**src/rtl/min_queue_param_if.sv**
```systemverilog
// Handshake and status bundle for min_queue_param.
// The master side drives requests; the slave side (the queue) drives status.
interface min_queue_param_if #(
   parameter int REC_WD = 48,
   parameter int CNT_WD = 5
);
   logic              clear;
   logic              push;
   logic [REC_WD-1:0] push_record;
   logic              push_wait;
   logic              full;
   logic              pop;
   logic [REC_WD-1:0] pop_record;
   logic              min_valid;
   logic              empty;
   logic [CNT_WD-1:0] count;
   logic              overflow;
   logic              underflow;

   modport master (
      output clear, push, push_record, pop,
      input  push_wait, full, pop_record, min_valid, empty, count, overflow, underflow
   );

   modport slave (
      input  clear, push, push_record, pop,
      output push_wait, full, pop_record, min_valid, empty, count, overflow, underflow
   );
endinterface

```
**src/rtl/min_queue_param.sv**
```systemverilog
// Register-based sorted priority queue: slot 0 always holds the best record,
// push and pop complete in one cycle and equal keys leave in arrival order.
module min_queue_param #(
   parameter int REC_WD   = 48,
   parameter int KEY_WD   = 16,
   parameter int KEY_LSB  = 32,
   parameter int DEPTH    = 16,
   parameter int CNT_WD   = 5,
   parameter int MAX_MODE = 0
) (
   input  logic                clk,
   input  logic                rst_b,
   min_queue_param_if.slave    bus
);

   logic [DEPTH-1:0][REC_WD-1:0] slot_data_reg;
   logic [DEPTH-1:0][REC_WD-1:0] slot_data_next;
   logic [DEPTH-1:0][REC_WD-1:0] base_data;
   logic [DEPTH-1:0]             slot_valid_reg;
   logic [DEPTH-1:0]             slot_valid_next;
   logic [DEPTH-1:0]             base_valid;
   logic [DEPTH-1:0]             precedes;
   logic [CNT_WD-1:0]            count_reg;
   logic [CNT_WD-1:0]            count_next;
   logic                         full_reg;
   logic                         empty_reg;
   logic                         overflow_reg;
   logic                         underflow_reg;
   logic                         pop_acc;
   logic                         push_acc;
   logic [KEY_WD-1:0]            new_key;

   assign pop_acc  = bus.pop & slot_valid_reg[0];
   assign push_acc = bus.push & (~full_reg | pop_acc);
   assign new_key  = bus.push_record[KEY_LSB +: KEY_WD];

   // Every slot compares against the incoming key in parallel; the new record
   // lands at the first slot whose (post-pop) occupant does not precede it.
   for (genvar gi = 0; gi < DEPTH; gi++) begin : g_slot
      logic [KEY_WD-1:0] slot_key;

      if (gi == DEPTH-1) begin : g_last
         assign base_data[gi]  = pop_acc ? '0 : slot_data_reg[gi];
         assign base_valid[gi] = ~pop_acc & slot_valid_reg[gi];
      end else begin : g_mid
         assign base_data[gi]  = pop_acc ? slot_data_reg[gi+1] : slot_data_reg[gi];
         assign base_valid[gi] = pop_acc ? slot_valid_reg[gi+1] : slot_valid_reg[gi];
      end

      assign slot_key = base_data[gi][KEY_LSB +: KEY_WD];

      // Ties count as preceding, which keeps equal keys in arrival order.
      if (MAX_MODE != 0) begin : g_max
         assign precedes[gi] = base_valid[gi] & (slot_key >= new_key);
      end else begin : g_min
         assign precedes[gi] = base_valid[gi] & (slot_key <= new_key);
      end

      if (gi == 0) begin : g_head
         assign slot_data_next[gi]  = (!push_acc || precedes[gi]) ? base_data[gi] : bus.push_record;
         assign slot_valid_next[gi] = (!push_acc || precedes[gi]) ? base_valid[gi] : 1'b1;
      end else begin : g_tail
         logic insert_here;
         assign insert_here = precedes[gi-1] & ~precedes[gi];
         assign slot_data_next[gi]  = (!push_acc || precedes[gi]) ? base_data[gi] :
                                      insert_here ? bus.push_record : base_data[gi-1];
         assign slot_valid_next[gi] = (!push_acc || precedes[gi]) ? base_valid[gi] :
                                      insert_here ? 1'b1 : base_valid[gi-1];
      end
   end

   assign count_next = count_reg + CNT_WD'(push_acc) - CNT_WD'(pop_acc);

   always_ff @(posedge clk) begin
      if (rst_b || bus.clear) begin
         slot_data_reg  <= '0;
         slot_valid_reg <= '0;
         count_reg      <= '0;
         full_reg       <= 1'b0;
         empty_reg      <= 1'b1;
         overflow_reg   <= 1'b0;
         underflow_reg  <= 1'b0;
      end else begin
         slot_data_reg  <= slot_data_next;
         slot_valid_reg <= slot_valid_next;
         count_reg      <= count_next;
         full_reg       <= (count_next == CNT_WD'(DEPTH));
         empty_reg      <= (count_next == '0);
         if (bus.push && full_reg && !pop_acc) begin
            overflow_reg <= 1'b1;
         end
         if (bus.pop && !slot_valid_reg[0]) begin
            underflow_reg <= 1'b1;
         end
      end
   end

   assign bus.pop_record = slot_data_reg[0];
   assign bus.min_valid  = slot_valid_reg[0];
   assign bus.count      = count_reg;
   assign bus.full       = full_reg;
   assign bus.push_wait  = full_reg;
   assign bus.empty      = empty_reg;
   assign bus.overflow   = overflow_reg;
   assign bus.underflow  = underflow_reg;

endmodule

```
**src/flat_wrapper.sv**
```systemverilog
// flat-port wrapper written by rule: the top's interface ports become plain ports
module min_queue_param_flat 
#(
   parameter int REC_WD   = 48,
   parameter int KEY_WD   = 16,
   parameter int KEY_LSB  = 32,
   parameter int DEPTH    = 16,
   parameter int CNT_WD   = 5,
   parameter int MAX_MODE = 0
)
  (clk, rst_b, bus_clear, bus_push, bus_push_record, bus_pop, bus_push_wait, bus_full, bus_pop_record, bus_min_valid, bus_empty, bus_count, bus_overflow, bus_underflow);
  min_queue_param_if #(.REC_WD(REC_WD), .CNT_WD(CNT_WD)) bus_i ();
  input  logic clk;
  input  logic rst_b;
  input wire logic [$bits(bus_i.clear)-1:0] bus_clear;
  input wire logic [$bits(bus_i.push)-1:0] bus_push;
  input wire logic [$bits(bus_i.push_record)-1:0] bus_push_record;
  input wire logic [$bits(bus_i.pop)-1:0] bus_pop;
  output wire logic [$bits(bus_i.push_wait)-1:0] bus_push_wait;
  output wire logic [$bits(bus_i.full)-1:0] bus_full;
  output wire logic [$bits(bus_i.pop_record)-1:0] bus_pop_record;
  output wire logic [$bits(bus_i.min_valid)-1:0] bus_min_valid;
  output wire logic [$bits(bus_i.empty)-1:0] bus_empty;
  output wire logic [$bits(bus_i.count)-1:0] bus_count;
  output wire logic [$bits(bus_i.overflow)-1:0] bus_overflow;
  output wire logic [$bits(bus_i.underflow)-1:0] bus_underflow;
  assign bus_i.clear = bus_clear;
  assign bus_i.push = bus_push;
  assign bus_i.push_record = bus_push_record;
  assign bus_i.pop = bus_pop;
  assign bus_push_wait = bus_i.push_wait;
  assign bus_full = bus_i.full;
  assign bus_pop_record = bus_i.pop_record;
  assign bus_min_valid = bus_i.min_valid;
  assign bus_empty = bus_i.empty;
  assign bus_count = bus_i.count;
  assign bus_overflow = bus_i.overflow;
  assign bus_underflow = bus_i.underflow;
  min_queue_param #(.REC_WD(REC_WD), .KEY_WD(KEY_WD), .KEY_LSB(KEY_LSB), .DEPTH(DEPTH), .CNT_WD(CNT_WD), .MAX_MODE(MAX_MODE)) u_core (.clk(clk), .rst_b(rst_b), .bus(bus_i));
endmodule
```
**config.mk**
```make
export PLATFORM = sky130hd
export DESIGN_NAME = min_queue_param_flat
export DESIGN_NICKNAME = d
export VERILOG_FILES = /design/src/rtl/min_queue_param_if.sv /design/src/rtl/min_queue_param.sv /design/src/flat_wrapper.sv
export SDC_FILE = /design/constraint.sdc
export NUM_CORES = 2
export LEC_CHECK = 0
export CORE_UTILIZATION = 65
export CTS_CLUSTER_SIZE = 14
export DETAILED_ROUTE_END_ITERATION = 6
export PLACE_DENSITY = 0.79
export SLEW_MARGIN = 20
export SYNTH_ARGS = -nofsm -noshare
export SYNTH_HDL_FRONTEND = slang
export SYNTH_SLANG_ARGS = --single-unit
```
**constraint.sdc**
```tcl
create_clock -name clk -period 6.9 [get_ports clk]
set_input_delay 1.38 -clock clk [delete_from_list [all_inputs] [get_ports clk]]
set_output_delay 1.38 -clock clk [all_outputs]
set_load 0.005 [all_outputs]
```
# Yosys cells after proc, flatten, opt, wreduce, memory -nomap -nowiden
# Index checks and enable logic that the tools add are counted.
[op_classes] n_addsub=2 n_lt_le_gt_ge=16 n_eq_ne=2 mux=93 bitwise=52 n_reduce_logical=24
[ops] cell="48-bit 2-to-1 mux" n=47
[ops] cell="16-bit less-or-equal comparator" n=16
[ops] cell="1-bit 2-to-1 mux" n=46
[ops] cell="1-bit bitwise AND" n=34
[ops] cell="1-bit logical OR" n=17
[ops] cell="1-bit NOT" n=17
[ops] cell="5-bit by 1-bit adder with 5-bit output" n=1
[ops] cell="5-bit equality test (second input constant)" n=1
[ops] cell="5-bit logical NOT" n=1
[ops] cell="5-bit by 1-bit subtractor with 5-bit output" n=1
[ops] cell="1-bit logical AND" n=3
[ops] cell="1-bit logical NOT" n=3
[ops] cell="2-bit by 1-bit != test with 1-bit output (second input constant)" n=1
[ops] cell="1-bit bitwise OR" n=1
[totals] ff_bits=793 inputBits=53 out_inout_bits=59 elab_cells=212

# Depth between registers and ports, before layout
[depth] word_depth=8 ltp_mapped=20 mapped_depth_nobuf=13

# Worst setup path after synthesis
# OpenSTA, ideal clock, no wires.
[synth_path] kind="in2reg" start="input bus_pop" end="register u_core.slot_data_reg[113] (netlist name)" setup_time_ns=0.134 arrival_ns=4.653 path_slack_ns=2.114 cell_stages=18 n_path_buf=7 path_cell_list="and2_1 -> buf_2 -> buf_2 -> buf_4 -> buf_2 -> buf_2 -> mux2i_1 -> inv_1 -> ha_1 -> nand4_1 -> nor4_1 -> o21ai_0 -> a31oi_4 -> nand2_1 -> nand2_1 -> buf_2 -> buf_6 -> o22ai_1"
[synth_via] elab_chain_cells=8
[synth_rtl] element="from (decl)" line_no="flat_wrapper.sv:18" rtl="input wire logic [$bits(bus_i.pop)-1:0] bus_pop;"
[synth_rtl] element="1-bit bitwise AND (*)" line_no="min_queue_param.sv:33" rtl="assign pop_acc = bus.pop & slot_valid_reg[0];"
[synth_rtl] element="48-bit 2-to-1 mux" line_no="min_queue_param.sv:46" rtl="assign base_data[gi] = pop_acc ? slot_data_reg[gi+1] : slot_data_reg[gi];"
[synth_rtl] element="16-bit less-or-equal comparator" line_no="min_queue_param.sv:56" rtl="assign precedes[gi] = base_valid[gi] & (slot_key <= new_key);"
[synth_rtl] element="1-bit bitwise AND" line_no="min_queue_param.sv:56"
[synth_rtl] element="1-bit NOT" line_no="min_queue_param.sv:64" rtl="assign insert_here = precedes[gi-1] & ~precedes[gi];"
[synth_rtl] element="1-bit bitwise AND" line_no="min_queue_param.sv:64"
[synth_rtl] element="48-bit 2-to-1 mux" line_no="min_queue_param.sv:66" rtl="insert_here ? bus.push_record : base_data[gi-1];"
[synth_rtl] element="48-bit 2-to-1 mux (*)" line_no="min_queue_param.sv:65" rtl="assign slot_data_next[gi] = (!push_acc || precedes[gi]) ? base_data[gi] :"
[synth_rtl] element="to (signal assigned)" line_no="min_queue_param.sv:84" rtl="slot_data_reg <= slot_data_next;"
[synth_rtl] element="to (decl)" line_no="min_queue_param.sv:16" rtl="logic [DEPTH-1:0][REC_WD-1:0] slot_data_reg;"
# Mark *: on every way between the ends. The rest lies on a longest branch, timed or not.
# A chain may end at the register's enable or synchronous reset.

# Final worst setup path
[layout_path] start="input bus_pop" end="register u_core.slot_data_reg[341] (netlist name)"
# The elaborated chain is that of the path after synthesis.

==> run metrics <==
post-CTS resize count 0; Synth async-reset ratio 0%; min cycle time layout 5650 ps; Final GP Congestion 0.949; Arr. time, crit path 6130 ps; routed wire length 145,000 um; Post-DRT Antenna Nets 1; Num CTS Buffers 85; die width 271 um; worst setup path class input pin to flip-flop; post-place setup slack 717 ps; area leader, netlist dfxtp_1; fin worst setup slack 1250 ps; power per cell area 204 mW/mm^2; Die Ht 271 um; crit end category flip-flop; f_max 177 MHz; Routed met1 length 62,600 um; Ys Warns 0; met3 wire length 19,700 um; Rows 98; later-pin clock latency in the skew report 670 ps; DR iter-0 viols 5,254; flops & latches, synth 793; failing checks antenna rules, DRC; LEAKAGE 19.7 nW; Synth top area share 33.9%; CP max stage cell a21o_2; initial core utilization 65.7%; # Post-CTS Setup Buffers 0; Req. time, crit path 7380 ps; core region area 0.0714 sq mm; Pwr Total 10.3 mW; number of fill cells 5,375; root buf cell clkbuf_16; total of max-cap violations 0; area delta synth->final 7.84%; CTS Buffer Depth 3; Num Clock Sinks 793; max FFs per register 720; Hold Buf Count CTS 0; gr ovfl total 0; unrepaired setup endpoints after global routing no; synth top area cells dfxtp_1 34%, mux2i_1 15%, mux2_2 8.5%; clk_skew 30.7 ps; vias per inst 6.74; largest net degree at the start of global routing 147; crit path cell chain clkdlybuf4s50_1, and2_4, buf_4, nand2_1, nand2_1, ha_1, nand4_1, nor3_1, a2111o_1, a21bo_2, a21o_2, o22ai_1; PortBufs 111; highest metal used met5; DR WL met2 57,900 um; worst slew pin tran 1220 ps; drc violations 9; worst hold path class flip-flop to flip-flop; Nets 5,393; Mapped Cells 5,282; routed len/inst 23.7 um; number of synthesized flops with an enable pin 0; Ports 112; DIE AREA 0.0732 sq mm; library cells used by synthesis 64; Net Count, Synth 5,596; Vias 41,100; crit start category input pin; Clock Pin Slew Worst Setup and Hold Paths 60 ps; initial antenna violation count 1; Rel. slew slack 17.9%; max incr delay on CP 980 ps; Tcrit/Tclk final 81.9%; status finished with violations; synthesized area 0.0469 sq mm; Initial DRT Pass Iterations 7; Fin. Hold Viols 0; vias in the first global route 38,100; Syn Area/Cell 8.87 sq um; Final HPWL DP 94,100 um; most repeated library cell on the critical path nand2_1; Final Setup Violations 0; sequential area share after synthesis 33.9%; H-tree lvl count 3; layout cells sized above 1 13.2%; worst vdd ir 202 uV; TritonCTS clock tree yes; post-layout util 70.8%; first-pass GRT wire length 223,000 um; WHS 466 ps; GRT Util Overall 38.0%; Critical Path Fanout Max 71; Slew Viols, Final 0; Main synth FF type dfxtp_1; TNS Setup 0 ps
## worst max-delay path: cells and delay by family
family	cells	cell delay (ps)
simple gates	5	1540
buf+inv	2	1060
fa+ha+maj	1	180
compound gates	4	1910
## synth_stat cells, types with 45 or more instances
cell and n:
and2_1 63, clkbuf_1 196, mux2i_1 690, buf_4 86
nor2_1 132, nand4_1 62, o21ai_0 87, buf_2 182
o32ai_1 45, a211oi_1 62, mux2_2 352, ha_1 260
a21oi_1 138, dfxtp_1 793, inv_1 280, nand2_1 875
o22ai_1 586
## metal layers
layer | global-route usage [%] | up-vias
met1 | 55.2 | 19500
met5 | 0 | -
met2 | 52.8 | 2547
met4 | 13.0 | 2
li1 | - | 18700
met3 | 11.0 | 322
## cell usage in the layout (no fill, tap or decap), types with 83 or more instances in the layout
master           count
buf_4               83
mux2_2             352
mux2i_1            690
o22ai_1            586
nand2_1            860
inv_1              277
a21oi_1            138
ha_1               260
clkbuf_16           86
o21ai_0             87
clkdlybuf4s50_1    111
nor2_1             132
dfxtp_1            793
## power by group
part | switching, mW | internal, mW
clock | 2.02 | 2.74
sequential | 0.0246 | 4.62
combinational | 0.641 | 0.289
## through the flow
step	std cells	instance area, sq um
after floorplan	5282	46900
after global placement	5942	47600
after detailed placement	5942	47600
after CTS	6093	50500
after global routing	6093	50500
final	6098	50600
## cell type report
type	count	area, sq um	area share (%)
clock buffers	124	2470	4.90
flip-flops and latches	793	15900	31.4
multi-input cells	3708	27500	54.3
inverters	280	1050	2.08
clock inverters	27	414	0.819
repair buffers	211	2070	4.10
well taps	950	1190	2.35
diodes	5	12.5	0.0248
## cell families after synthesis
kind of cell | count (synthesis) | share of synthesized area, %
fa+ha+maj | 261 | 6.98
flops | 793 | 33.9
simple gates | 1254 | 11.3
compound gates | 1115 | 15.7
mux | 1074 | 24.2
buf+inv | 781 | 7.86
xor+xnor | 4 | 0.0748
## worst paths after layout
check,end,cells past startpoint,slack (ps),from
worst min-delay path,u_core.bus.overflow,2,470,u_core.bus.overflow
worst min register to register,u_core.bus.overflow,2,470,u_core.bus.overflow
worst max register to register,u_core.slot_data_reg[341],11,2160,u_core.slot_valid_reg[0]
worst max-delay path,u_core.slot_data_reg[341],12,1250,bus_pop
(Power assumes the default switching activity.)
